**src/rtl/asyn_fifo_read_ctrl.sv**
```systemverilog
// rtl/asyn_fifo_read_ctrl.sv - read-side controller of the dual-clock FIFO
module asyn_fifo_read_ctrl #(
  parameter int DATA_WIDTH = 32,
  parameter int ADDR_WIDTH = 6
) (
  input  logic                  read_clk,
  input  logic                  read_rst,
  input  logic [ADDR_WIDTH:0]   write_ptr_gray,
  input  logic [DATA_WIDTH-1:0] read_data,
  output logic [ADDR_WIDTH-1:0] read_addr,
  output logic [ADDR_WIDTH:0]   read_ptr_gray,
  output logic                  read_empty,
  output logic [ADDR_WIDTH:0]   read_level,
  output logic [DATA_WIDTH-1:0] out_data,
  output logic                  out_valid,
  input  logic                  out_ready
);

  localparam int PW = ADDR_WIDTH + 1;

  logic [PW-1:0] wq1;
  logic [PW-1:0] wq2;
  logic [PW-1:0] rbin;
  logic [PW-1:0] rgray;
  logic [PW-1:0] rbin_next;
  logic [PW-1:0] wbin_sync;
  logic          pop;

  function automatic logic [PW-1:0] gray2bin(input logic [PW-1:0] g);
    logic [PW-1:0] b;
    b[PW-1] = g[PW-1];
    for (int i = PW - 2; i >= 0; i--) begin
      b[i] = b[i+1] ^ g[i];
    end
    return b;
  endfunction

  // Two-flop synchroniser for the write pointer; nothing ahead of or between the flops
  always_ff @(posedge read_clk) begin
    if (read_rst) begin
      wq1 <= '0;
      wq2 <= '0;
    end else begin
      wq1 <= write_ptr_gray;
      wq2 <= wq1;
    end
  end

  // Empty, pop decision and level, all from registered state
  always_comb begin
    read_empty = (rgray == wq2);
    pop        = !read_empty && (!out_valid || out_ready);
    rbin_next  = rbin + 1'b1;
    wbin_sync  = gray2bin(wq2);
    read_level = wbin_sync - rbin;
  end

  // Read pointers advance on every pop; Gray copy kept registered for the write domain
  always_ff @(posedge read_clk) begin
    if (read_rst) begin
      rbin  <= '0;
      rgray <= '0;
    end else if (pop) begin
      rbin  <= rbin_next;
      rgray <= rbin_next ^ (rbin_next >> 1);
    end
  end

  // Show-ahead output register: load on pop, drop valid once the consumer takes the word
  always_ff @(posedge read_clk) begin
    if (read_rst) begin
      out_valid <= 1'b0;
      out_data  <= '0;
    end else if (pop) begin
      out_valid <= 1'b1;
      out_data  <= read_data;
    end else if (out_valid && out_ready) begin
      out_valid <= 1'b0;
    end
  end

  assign read_addr     = rbin[ADDR_WIDTH-1:0];
  assign read_ptr_gray = rgray;

endmodule

```
**config.mk**
```make
export PLATFORM = sky130hd
export DESIGN_NAME = asyn_fifo_read_ctrl
export DESIGN_NICKNAME = d
export VERILOG_FILES = /design/src/rtl/asyn_fifo_read_ctrl.sv
export SDC_FILE = /design/constraint.sdc
export NUM_CORES = 1
export LEC_CHECK = 0
export ABC_CLOCK_PERIOD_IN_PS = 8270
export CAP_MARGIN = 20
export CORE_MARGIN = 2
export CORE_UTILIZATION = 25
export DETAILED_ROUTE_END_ITERATION = 10
export HOLD_SLACK_MARGIN = 0.06
export SLEW_MARGIN = 20
export SYNTH_ARGS = -nofsm -noshare
export SYNTH_HDL_FRONTEND = slang
export SYNTH_SLANG_ARGS = --single-unit
```
**constraint.sdc**
```tcl
create_clock -name read_clk -period 8.27 [get_ports read_clk]
set_clock_uncertainty 0.05 [all_clocks]
set_input_delay 1.654 -clock read_clk [delete_from_list [all_inputs] [get_ports read_clk]]
set_output_delay 1.654 -clock read_clk [all_outputs]
set_load 0.01 [all_outputs]
```
### Word-level counts from Yosys, hierarchy flattened

Cells that the tools add are included.

| storage, ports and cells | value |
|---|---|
| flip-flop bits (word level) | 61 |
| output and inout bits | 54 |
| logic and storage cells | 24 |

| cells by class | value |
|---|---|
| add/sub/neg operators | 2 |
| equal/unequal tests | 1 |
| multiplexer cells | 2 |
| bitwise gates (word level) | 7 |
| reduce and logical (&&, ||, !) cells | 6 |

Operators with widths:

| cell | number |
|---|---|
| adder 7 x 1 -> 7 bit, second input constant | 1 |
| == test 7 bit | 1 |
| subtractor 7 bit | 1 |
| bitwise XOR 7 x 6 -> 7 bit | 1 |
| bitwise XOR 1 bit | 6 |
| logical AND 1 bit | 2 |
| logical NOT 1 bit | 2 |
| 2-to-1 mux 1 bit | 2 |
| nonzero test 2 bit | 1 |
| logical OR 1 bit | 1 |

### Logic depth before layout (Yosys ltp)

Gate-level depths: netlist (run 1).

| logic depth | value |
|---|---|
| word-level depth | 7 |
| gate-level depth with buffers | 12 |
| depth with buffers taken out | 12 |

### Worst setup path after synthesis (run 1)

OpenSTA, ideal clock, no wires.

| path | value |
|---|---|
| path kind | flip-flop to output port |
| start | reg wq2[6] |
| end | out read_level[5] |
| data arrival time | 2.935 ns |
| required time | 6.566 ns |
| path slack | 3.631 ns |
| cell stages (with the launch flop) | 12 |
| path buffers | 0 |
| cell sequence | dfxtp_1 -> xor3_2 -> xor2_2 -> xnor2_2 -> xor2_2 -> inv_1 -> ha_1 -> nor2b_1 -> o21ai_0 -> a21boi_0 -> or4b_2 -> nand3_1 |

| on the way | value |
|---|---|
| word-level cells in the longest chain between the ends | 7 |

Ends and longest elaborated chain:

| item | line | text |
|---|---|---|
| from (decl) | 22 | `logic [PW-1:0] wq2;` |
| from (signal assigned) | 45 | `wq2 <= wq1;` |
| bitwise XOR 1 bit * | 33 | `b[i] = b[i+1] ^ g[i];` |
| bitwise XOR 1 bit (5 in series) | 33 |  |
| subtractor 7 bit * | 55 | `read_level = wbin_sync - rbin;` |
| to (decl) | 13 | `output logic [ADDR_WIDTH:0] read_level,` |

Every way passes the cells marked *; elsewhere a longest branch is shown, timed or not.

### Worst setup path in the final report (run 1)

Same ends and word-level chain as after synthesis.

==> results of run 1 <==
-- power by group --
| group | switching (mW) | total (mW) | internal, mW |
|---|---|---|---|
| Combinational | 0.215 | 0.480 | 0.264 |
| Sequential | 0.0406 | 0.381 | 0.340 |
| Clock | 0.110 | 0.248 | 0.138 |
| Total | 0.366 | 1.11 | 0.742 |
-- final cells by class --
class	count	area (µm²)
repair buffers	97	960.9
flip-flops and latches	60	1201
fillers	1079	6457
multi-input cells	186	1355
well taps	136	170.2
clock buffers	11	131.4
clock inverters	5	52.55
inverters	11	41.29
-- per-layer routing --
layer	GRT usage	vias to the layer above	routed length (µm)
li1	-	1087	-
met1	0.1320	941	2771
met2	0.1609	63	2581
met3	0.04661	8	530
met4	0.04670	0	87
met5	0	-	0
-- worst max path at each step --
| stage | start | end |
|---|---|---|
| final | wq2[6]$_SDFF_PP0_ | read_level[5] |
| after floorplan | wq2[6]$_SDFF_PP0_ | read_level[5] |
| after detailed placement | wq2[6]$_SDFF_PP0_ | read_level[5] |
| after global routing | wq2[6]$_SDFF_PP0_ | read_level[5] |
| after CTS | wq2[6]$_SDFF_PP0_ | read_level[5] |
| after global placement | wq2[6]$_SDFF_PP0_ | read_level[5] |
-- cells by family (layout without fill, tap and decap cells) --
group / after synthesis / in the layout
and+or+nand+nor: 93 / 93
adders and majority gates: 8 / 8
muxes: 38 / 38
AOI/OAI and AO/OA: 21 / 21
DFF: 60 / 60
buffers and inverters: 26 / 124
xor gates and xnor gates: 26 / 26
-- cells in the mapped netlist, types with 3 or more instances --
master and number:
a211oi_1 3, a21oi_1 4, nor2b_1 18, nor3_1 5, clkbuf_1 7, nor2_1 52, mux2i_1 37, dfxtp_1 60
o21ai_0 4, xnor2_1 15, nand2_1 3, xor2_2 3, inv_1 11, xor2_1 6, buf_2 4, ha_1 7
nand3_1 4
-- placed cells by master (no fill, tap or decap), drive strengths merged, types with 2 or more instances in the layout --
cell type / n
a211oi: 3
a21boi: 2
a21oi: 5
a311oi: 2
buf: 3
clkbuf: 11
clkdlybuf4s50: 94
clkinv: 3
dfxtp: 60
ha: 7
inv: 11
mux2i: 37
nand2: 3
nand2b: 2
nand3: 4
nand4: 2
nor2: 52
nor2b: 18
nor3: 5
o21ai: 4
or3: 2
xnor2: 16
xor2: 9
-- through the flow --
step,worst slack (ns),utilization,cells,hold slack [ns],cell area (µm²)
after global routing,2.295,0.3773,506,0.4068,3913
after CTS,2.552,0.3773,506,0.3905,3913
after global placement,3.033,0.3596,490,0.3802,3729
after floorplan,3.631,-,272,0.3638,2674
final,2.595,0.3773,506,0.3901,3913
after detailed placement,2.921,0.3596,490,0.3745,3729
-- state kept, by name, indices dropped and copies added (netlist names) --
name and count:
out_data 32, read_ptr_gray 6, out_valid 1, rbin 7, wq2 7, wq1 7
==> flow_summary_export.csv, run 1 <==
group,metric,value,unit
status,status,"completed",
clock_tree,clk_path_buf_depth,2,
global_routing,grt_pass1_vias,2031,
critical_path,cp.depth,12,
critical_path,cp_slowest_cell,"or4b_2",
hold_path,min-delay-start,"wq1[3]$_SDFF_PP0_",
sta,min_period_over_period,0.6862,
logic_synthesis,ys_types,39,
hold_path,min_to,"wq2[3]$_SDFF_PP0_",
logic_synthesis,synth_top_cell_by_area,"dfxtp_1",
drt,first_pass_iters,4,
die,rows,37,
critical_path,r2r_cells,6,
logic_synthesis,syn-cell-area,2674,µm²
logic_synthesis,post_synth.cell_area_avg,9.830,µm²
drt,drc,0,
pwr,finalPower,1.108,mW
drt,drt_wl_total,5.970,mm
critical_path,crit_arrival,3.97,ns
global_routing,antenna_found_initial,0,
hold_path,whs_path_depth,1,
clock_tree,cts_sinks,60,
clock_tree,clk_pin_slew,0.07,ns
critical_path,r2r_end,"rbin[6]$_SDFFE_PP0P_",
sta,relSlewSlack,0.3683,
pwr,power.leakage,1.649,nW
logic_synthesis,netlist_top_cells_area,"dfxtp_1, mux2i_1, nor2_1",
logic_synthesis,ys_ff_latch,60,
logic_synthesis,synth_fa_ha_area_frac,0.04024,
placement,port_buffers,95,
critical_path,worstPathRequired,6.57,ns
die,start_util,0.2578,
sta,tns,0,ns
pwr,vdd_drop_max,0.0001287,V
critical_path,cp_top_family,"XOR/XNOR gates",
logic_synthesis,synth_mux_area_frac,0.1427,
logic_synthesis,ys_seq_area_frac,0.4492,
critical_path,cp_max_fo,3,
clock_tree,cts-root-buf,"clkbuf_8",
cells_and_area,drive_gt1_frac,0.07297,
sta,final_hold_viol_count,0,
clock_tree,numCtsBuffers,9,
logic_synthesis,synth_top_area_share,0.4492,
critical_path,worstSetupPathType,"reg -> out",
drt,num_vias,2099,
clock_tree,ctsHoldBuffers,0,
die,die_h,107.4,µm
die,dieArea,11540,µm²
global_routing,overflow,0,
sta,worstMarginPinSlew,0.9454,ns
logic_synthesis,ys_warn_count,0,
sta,min_period,5.675,ns
global_routing,grtUsageTotal,0.1068,
logic_synthesis,synth_top_family_by_area,"simple AND/OR/NAND/NOR gates",
drt,wl_per_cell,11.80,µm
sta,drv_slew,0,
cells_and_area,nets,415,
logic_synthesis,synth_simple_gate_area_frac,0.1647,
drt,drt-initial-drc-count,44,
logic_synthesis,synth_compound_area_frac,0.05381,
critical_path,r2r_start,"rbin[6]$_SDFFE_PP0P_",
logic_synthesis,async_flop_share,0,
critical_path,path_buf_inv,2,
clock_tree,clkLatencyLatePin,0.32,ns
global_routing,grt_pass1_wl,9.729,mm
clock_tree,tritoncts,"yes",
global_routing,grt_max_degree,64,
placement,place.gp.congestion,0.7436,
critical_path,reg2reg_slack,5.59,ns
logic_synthesis,synth_xor_area_frac,0.1025,
critical_path,cp_cell_sequence,"xor3_2, xor2_2, xnor2_2, xor2_2, inv_1, ha_1, nor2b_1, o21ai_0, a21boi_0, or4b_2, nand3_1, clkdlybuf4s50_1",
logic_synthesis,synth_edf_count,0,
cells_and_area,syn_to_final_growth,46.33,%
hold_path,hold_path.class,"reg -> reg",
critical_path,cp_common_cell,"xor2_2",
sta,rsz0062_at_grt,"no",
logic_synthesis,syn_inst,272,
critical_path,end_kind,"primary output",
logic_synthesis,syn-num-nets,322,
sta,clock.fmax,0.1762,GHz
sta,setup_viol,0,
drt,ant_nets,0,
critical_path,critPathMaxStageDelay,0.62,ns
pwr,p_per_area,283.2,nW/µm²
clock_tree,htreeDepth,3,
die,die_x,107.4,µm
critical_path,start_kind,"flop",
die,core-area,10370,µm²
cells_and_area,antennaDiodeCount,0,
placement,dp_hpwl,4.375,mm
drt,vias_per_cell,4.148,
clock_tree,postCtsResizedCells,0,
die,ios,96,
clock_tree,post_cts_buffers,0,
logic_synthesis,synth_top_flop_cell,"dfxtp_1",
run,max-cap-violations,0,
Note: power is estimated with default switching activity, not from simulation.
==> run 2: changes to the inputs <==
Settings changed: ABC_CLOCK_PERIOD_IN_PS 8270 to 5300.
Clock period 8.27 ns to 5.3 ns, I/O delays scaled along.
==> run 2 against run 1 <==
Effect of this change: critical path depth unchanged; cell count up 0.20%; first-iteration DRC count down 14%; highest routed layer unchanged; sequential power grew 56%; clock power grew 110%; sequential share of layout area is 0.66 points lower; worst hold slack got worse by 0.0017 ns.
==> flow_summary_export.csv, run 2 (synthesized netlist as in run 1, its figures left out) <==
group,metric,value,unit
placement,dpl_cell_area,3741,µm²
pwr,vdd_drop_max,0.0001681,V
critical_path,end_kind,"primary output",
drt,drc,0,
die,die_x,107.4,µm
run,max-cap-violations,0,
cells_and_area,drive_gt1_frac,0.07817,
global_routing,overflow,0,
sta,clock.fmax,0.1989,GHz
clock_tree,cts-root-buf,"clkbuf_8",
die,dieArea,11540,µm²
critical_path,worstSetupPathType,"reg -> out",
cells_and_area,syn_to_final_growth,49.56,%
drt,first_pass_iters,4,
cells_and_area,largest_reg_flops,32,
critical_path,critPathMaxStageDelay,0.62,ns
global_routing,grtUsageTotal,0.1058,
sta,worstMarginPinSlew,0.9765,ns
pwr,finalPower,1.868,mW
placement,place.gp.congestion,0.7453,
cells_and_area,top_register,"out_data",
cells_and_area,final_cell_mix,"clkdlybuf4s50_1, dfxtp_1, nor2_1, mux2i_1, nor2b_1",
cells_and_area,nets,416,
hold_path,hold_path.class,"reg -> reg",
clock_tree,clkLatencyLatePin,0.32,ns
clock_tree,htreeDepth,3,
die,start_util,0.2578,
critical_path,cp_slowest_cell,"or4b_2",
sta,tns,0,ns
drt,vias_per_cell,4.201,
sta,hold_ws,0.3884,ns
drt,ant_nets,0,
die,die_h,107.4,µm
cells_and_area,final_common_cell,"clkdlybuf4s50_1",
placement,place_inst,490,
global_routing,grt_pass1_vias,2024,
critical_path,crit_arrival,3.92,ns
critical_path,cp_max_fo,3,
cells_and_area,stdcell_count,507,
clock_tree,cts_sinks,60,
sta,layout_setup_ws,0.2714,ns
clock_tree,tritoncts,"yes",
pwr,p_per_area,467.2,nW/µm²
sta,relSlewSlack,0.3475,
sta,min_period,5.029,ns
placement,dp_slack,0.5614,ns
drt,num_vias,2130,
global_routing,grt_max_degree,64,
cells_and_area,design_area,3999,µm²
critical_path,cp_common_cell,"xor2_2",
sta,min_period_over_period,0.9488,
global_routing,grt_pass1_wl,9.563,mm
pwr,power.leakage,1.692,nW
sta,final_hold_viol_count,0,
critical_path,start_kind,"flop",
placement,port_buffers,95,
sta,drv_slew,0,
sta,setup_viol,0,
die,ios,96,
clock_tree,ctsHoldBuffers,0,
die,core-area,10370,µm²
cells_and_area,antennaDiodeCount,0,
clock_tree,numCtsBuffers,9,
drt,drt-initial-drc-count,38,
global_routing,antenna_found_initial,0,
critical_path,worstPathRequired,4.19,ns
clock_tree,clk_path_buf_depth,2,
clock_tree,clk_pin_slew,0.07,ns
placement,dp_hpwl,4.388,mm
critical_path,cp_cell_sequence,"xor3_2, xor2_2, xnor2_2, xor2_2, inv_1, ha_1, nor2b_1, o21ai_0, a21boi_0, or4b_2, nand3_1, clkdlybuf4s50_1",
die,rows,37,
drt,drt_wl_total,6.099,mm
sta,rsz0062_at_grt,"no",
status,status,"completed",
drt,wl_per_cell,12.03,µm
cells_and_area,final_util,0.3856,
[run 2: cell count changes in the layout (fill, tap and decap cells not counted), sizes merged]
cell / delta
bufinv: +2
clkinv: -2
buf: +1
clkbuf: +1
clkinvlp: -1
[run 2: worst paths after layout]
kind                        startpoint                       end  slack, ns  depth (start not counted)
setup / recovery     wq2[6]$_SDFF_PP0_             read_level[5]       0.27                         12
hold / removal       wq1[3]$_SDFF_PP0_         wq2[3]$_SDFF_PP0_       0.39                          1
setup reg to reg  rbin[6]$_SDFFE_PP0P_  out_data[4]$_SDFFE_PP0P_       2.84                          6
hold reg to reg      wq1[3]$_SDFF_PP0_         wq2[3]$_SDFF_PP0_       0.39                          1
[run 2: worst max-delay path: cells and delay by family (launching register included)]
| family | cells | cell delay, ns |
|---|---|---|
| DFF | 1 | 0.41 |
| AOI/OAI and AO/OA | 2 | 0.36 |
| buffers and inverters | 2 | 0.60 |
| and+or+nand+nor | 3 | 0.84 |
| adders and majority gates | 1 | 0.27 |
| xor gates and xnor gates | 4 | 1.10 |
[run 2: power breakdown]
| part | total [mW] | leakage, nW | switching (mW) | internal, mW |
|---|---|---|---|---|
| registers | 0.594 | 0.496 | 0.0633 | 0.531 |
| clock network | 0.515 | 0.127 | 0.177 | 0.338 |
| logic | 0.759 | 1.07 | 0.335 | 0.424 |
[run 2: layer usage]
metal / vias up / share of wire / routed length, µm / track usage
met1: 969 / 0.46 / 2821 / 0.1315
met5: - / 0 / 0 / 0
met3: 6 / 0.089 / 542 / 0.04479
met4: 0 / 0.0095 / 58 / 0.04670
met2: 68 / 0.44 / 2677 / 0.1596
li1: 1087 / - / - / -
[run 2: timing repair]
action	CTS	global route
gates resized for setup	0	0
buffers inserted	0	1
setup endpoints to repair	0	2
endpoints found under the hold margin	0	0
[run 2: layout make-up]
type                       instances  area, µm²
fill                            1054       6371
timing repair buffer              98      980.9
clock buffer                      12      155.1
multi-input combinational        186       1355
sequential                        60       1201
clock inverter                     4      95.09
inverter                          11      41.29
tap                              136      170.2
==> run 3: changes to the inputs <==
--- a/constraint.sdc
+++ b/constraint.sdc
@@ -4,2 +4,2 @@
 set_output_delay 1.06 -clock read_clk [all_outputs]
-set_load 0.01 [all_outputs]
+set_load 0.1 [all_outputs]
==> run 3 against run 2 <==
Effect of this change: cell area decreased by 2.7%; critical path depth is the same; total power increased by 31%; count of clock-buffer cells in the layout decreased by 1; non-clock buffer count is 1 lower; sequential power about the same; routed wire length is 0.54% lower; critical path type unchanged; highest routed layer unchanged.
==> flow_summary_export.csv, run 3 (synthesized netlist as in run 1, its figures left out) <==
group,metric,value,unit
cells_and_area,syn_to_final_growth,45.58,%
die,ios,96,
sta,tns,0,ns
global_routing,overflow,0,
sta,min_period_over_period,0.9047,
global_routing,antenna_found_initial,0,
sta,relSlewSlack,0.3287,
critical_path,cp_max_fo,3,
sta,rsz0062_at_grt,"no",
cells_and_area,drive_gt1_frac,0.09459,
sta,drv_slew,0,
cells_and_area,multi_input_area,1355,µm²
die,core-area,10370,µm²
cells_and_area,stdcell_count,506,
global_routing,grt_max_degree,64,
clock_tree,ctsHoldBuffers,0,
clock_tree,tritoncts,"yes",
die,die_x,107.4,µm
critical_path,worstSetupPathType,"reg -> out",
critical_path,start_kind,"flop",
clock_tree,post_cts_buffers,0,
cells_and_area,seq_area,1201,µm²
placement,port_buffers,95,
drt,num_vias,2122,
pwr,finalPower,2.440,mW
die,die_h,107.4,µm
critical_path,end_kind,"primary output",
critical_path,crit_arrival,3.68,ns
die,rows,37,
drt,drt_wl_total,6.066,mm
drt,wl_per_cell,11.99,µm
cells_and_area,nets,415,
clock_tree,htreeDepth,3,
cells_and_area,design_area,3892,µm²
placement,dpl_cell_area,3724,µm²
die,start_util,0.2578,
global_routing,grt_pass1_vias,2003,
cells_and_area,final_cell_mix,"clkdlybuf4s50_1, dfxtp_1, nor2_1, mux2i_1, nor2b_1",
hold_path,hold_path.class,"reg -> reg",
clock_tree,cts-root-buf,"clkbuf_8",
run,max-cap-violations,0,
pwr,p_per_area,626.9,nW/µm²
global_routing,grt_pass1_wl,9.639,mm
pwr,power.leakage,1.657,nW
clock_tree,clk_path_buf_depth,2,
clock_tree,clk_pin_slew,0.06,ns
sta,layout_setup_ws,0.5050,ns
sta,min_period,4.795,ns
cells_and_area,final_common_cell,"clkdlybuf4s50_1",
global_routing,grtUsageTotal,0.1074,
cells_and_area,final_util,0.3754,
sta,worstMarginPinSlew,1.004,ns
cells_and_area,top_register,"out_data",
placement,place.gp.congestion,0.7433,
placement,dp_hpwl,4.432,mm
critical_path,worstPathRequired,4.19,ns
clock_tree,cts_sinks,60,
sta,final_hold_viol_count,0,
cells_and_area,antennaDiodeCount,0,
drt,first_pass_iters,4,
sta,hold_ws,0.3865,ns
cells_and_area,n_fill_cell,1075,
die,dieArea,11540,µm²
pwr,vdd_drop_max,0.0005644,V
sta,clock.fmax,0.2086,GHz
drt,vias_per_cell,4.194,
drt,ant_nets,0,
clock_tree,numCtsBuffers,9,
drt,drt-initial-drc-count,68,
placement,place_inst,490,
drt,drc,0,
status,status,"completed",
placement,dp_slack,0.8140,ns
cells_and_area,largest_reg_flops,32,
clock_tree,postCtsResizedCells,0,
sta,setup_viol,0,
clock_tree,clkLatencyLatePin,0.33,ns
-- run 3: path summary, 6_finish.rpt --
| path | startpoint | end | slack [ns] | cells after the start |
|---|---|---|---|---|
| hold / removal | wq1[3]$_SDFF_PP0_ | wq2[3]$_SDFF_PP0_ | 0.39 | 1 |
| setup / recovery | wq2[6]$_SDFF_PP0_ | read_level[5] | 0.51 | 12 |
| hold reg to reg | wq1[3]$_SDFF_PP0_ | wq2[3]$_SDFF_PP0_ | 0.39 | 1 |
| setup reg to reg | rbin[6]$_SDFFE_PP0P_ | out_data[7]$_SDFFE_PP0P_ | 2.84 | 6 |
-- run 3: where the power goes --
group | internal [mW] | switching [mW]
logic | 0.408 | 1.08
registers | 0.531 | 0.0632
clock network | 0.179 | 0.176
-- run 3: layout make-up --
| cell class | instances | share of cell area |
|---|---|---|
| multi-input combinational | 186 | 0.3481 |
| sequential | 60 | 0.3086 |
| timing repair buffer | 97 | 0.2456 |
| tap | 136 | 0.04372 |
| clock buffer | 11 | 0.03632 |
| inverter | 11 | 0.01061 |
| clock inverter | 5 | 0.007072 |
-- run 3: worst max-delay path, stage by stage, from the launching register on --
cell,delay [ns]
dfxtp_1,0.41
xor3_2,0.51
xor2_2,0.18
xnor2_2,0.19
xor2_2,0.24
inv_1,0.08
ha_1,0.27
nor2b_1,0.12
o21ai_0,0.17
a21boi_0,0.16
or4b_2,0.62
nand3_1,0.10
buf_4,0.29
-- run 3: per-layer routing --
metal  track usage  share of wire  up-vias
met5             0              0        -
met4       0.04396          0.015        0
met3       0.04964          0.092       10
met2        0.1542           0.44       66
met1        0.1387           0.45      964
li1              -              -     1082
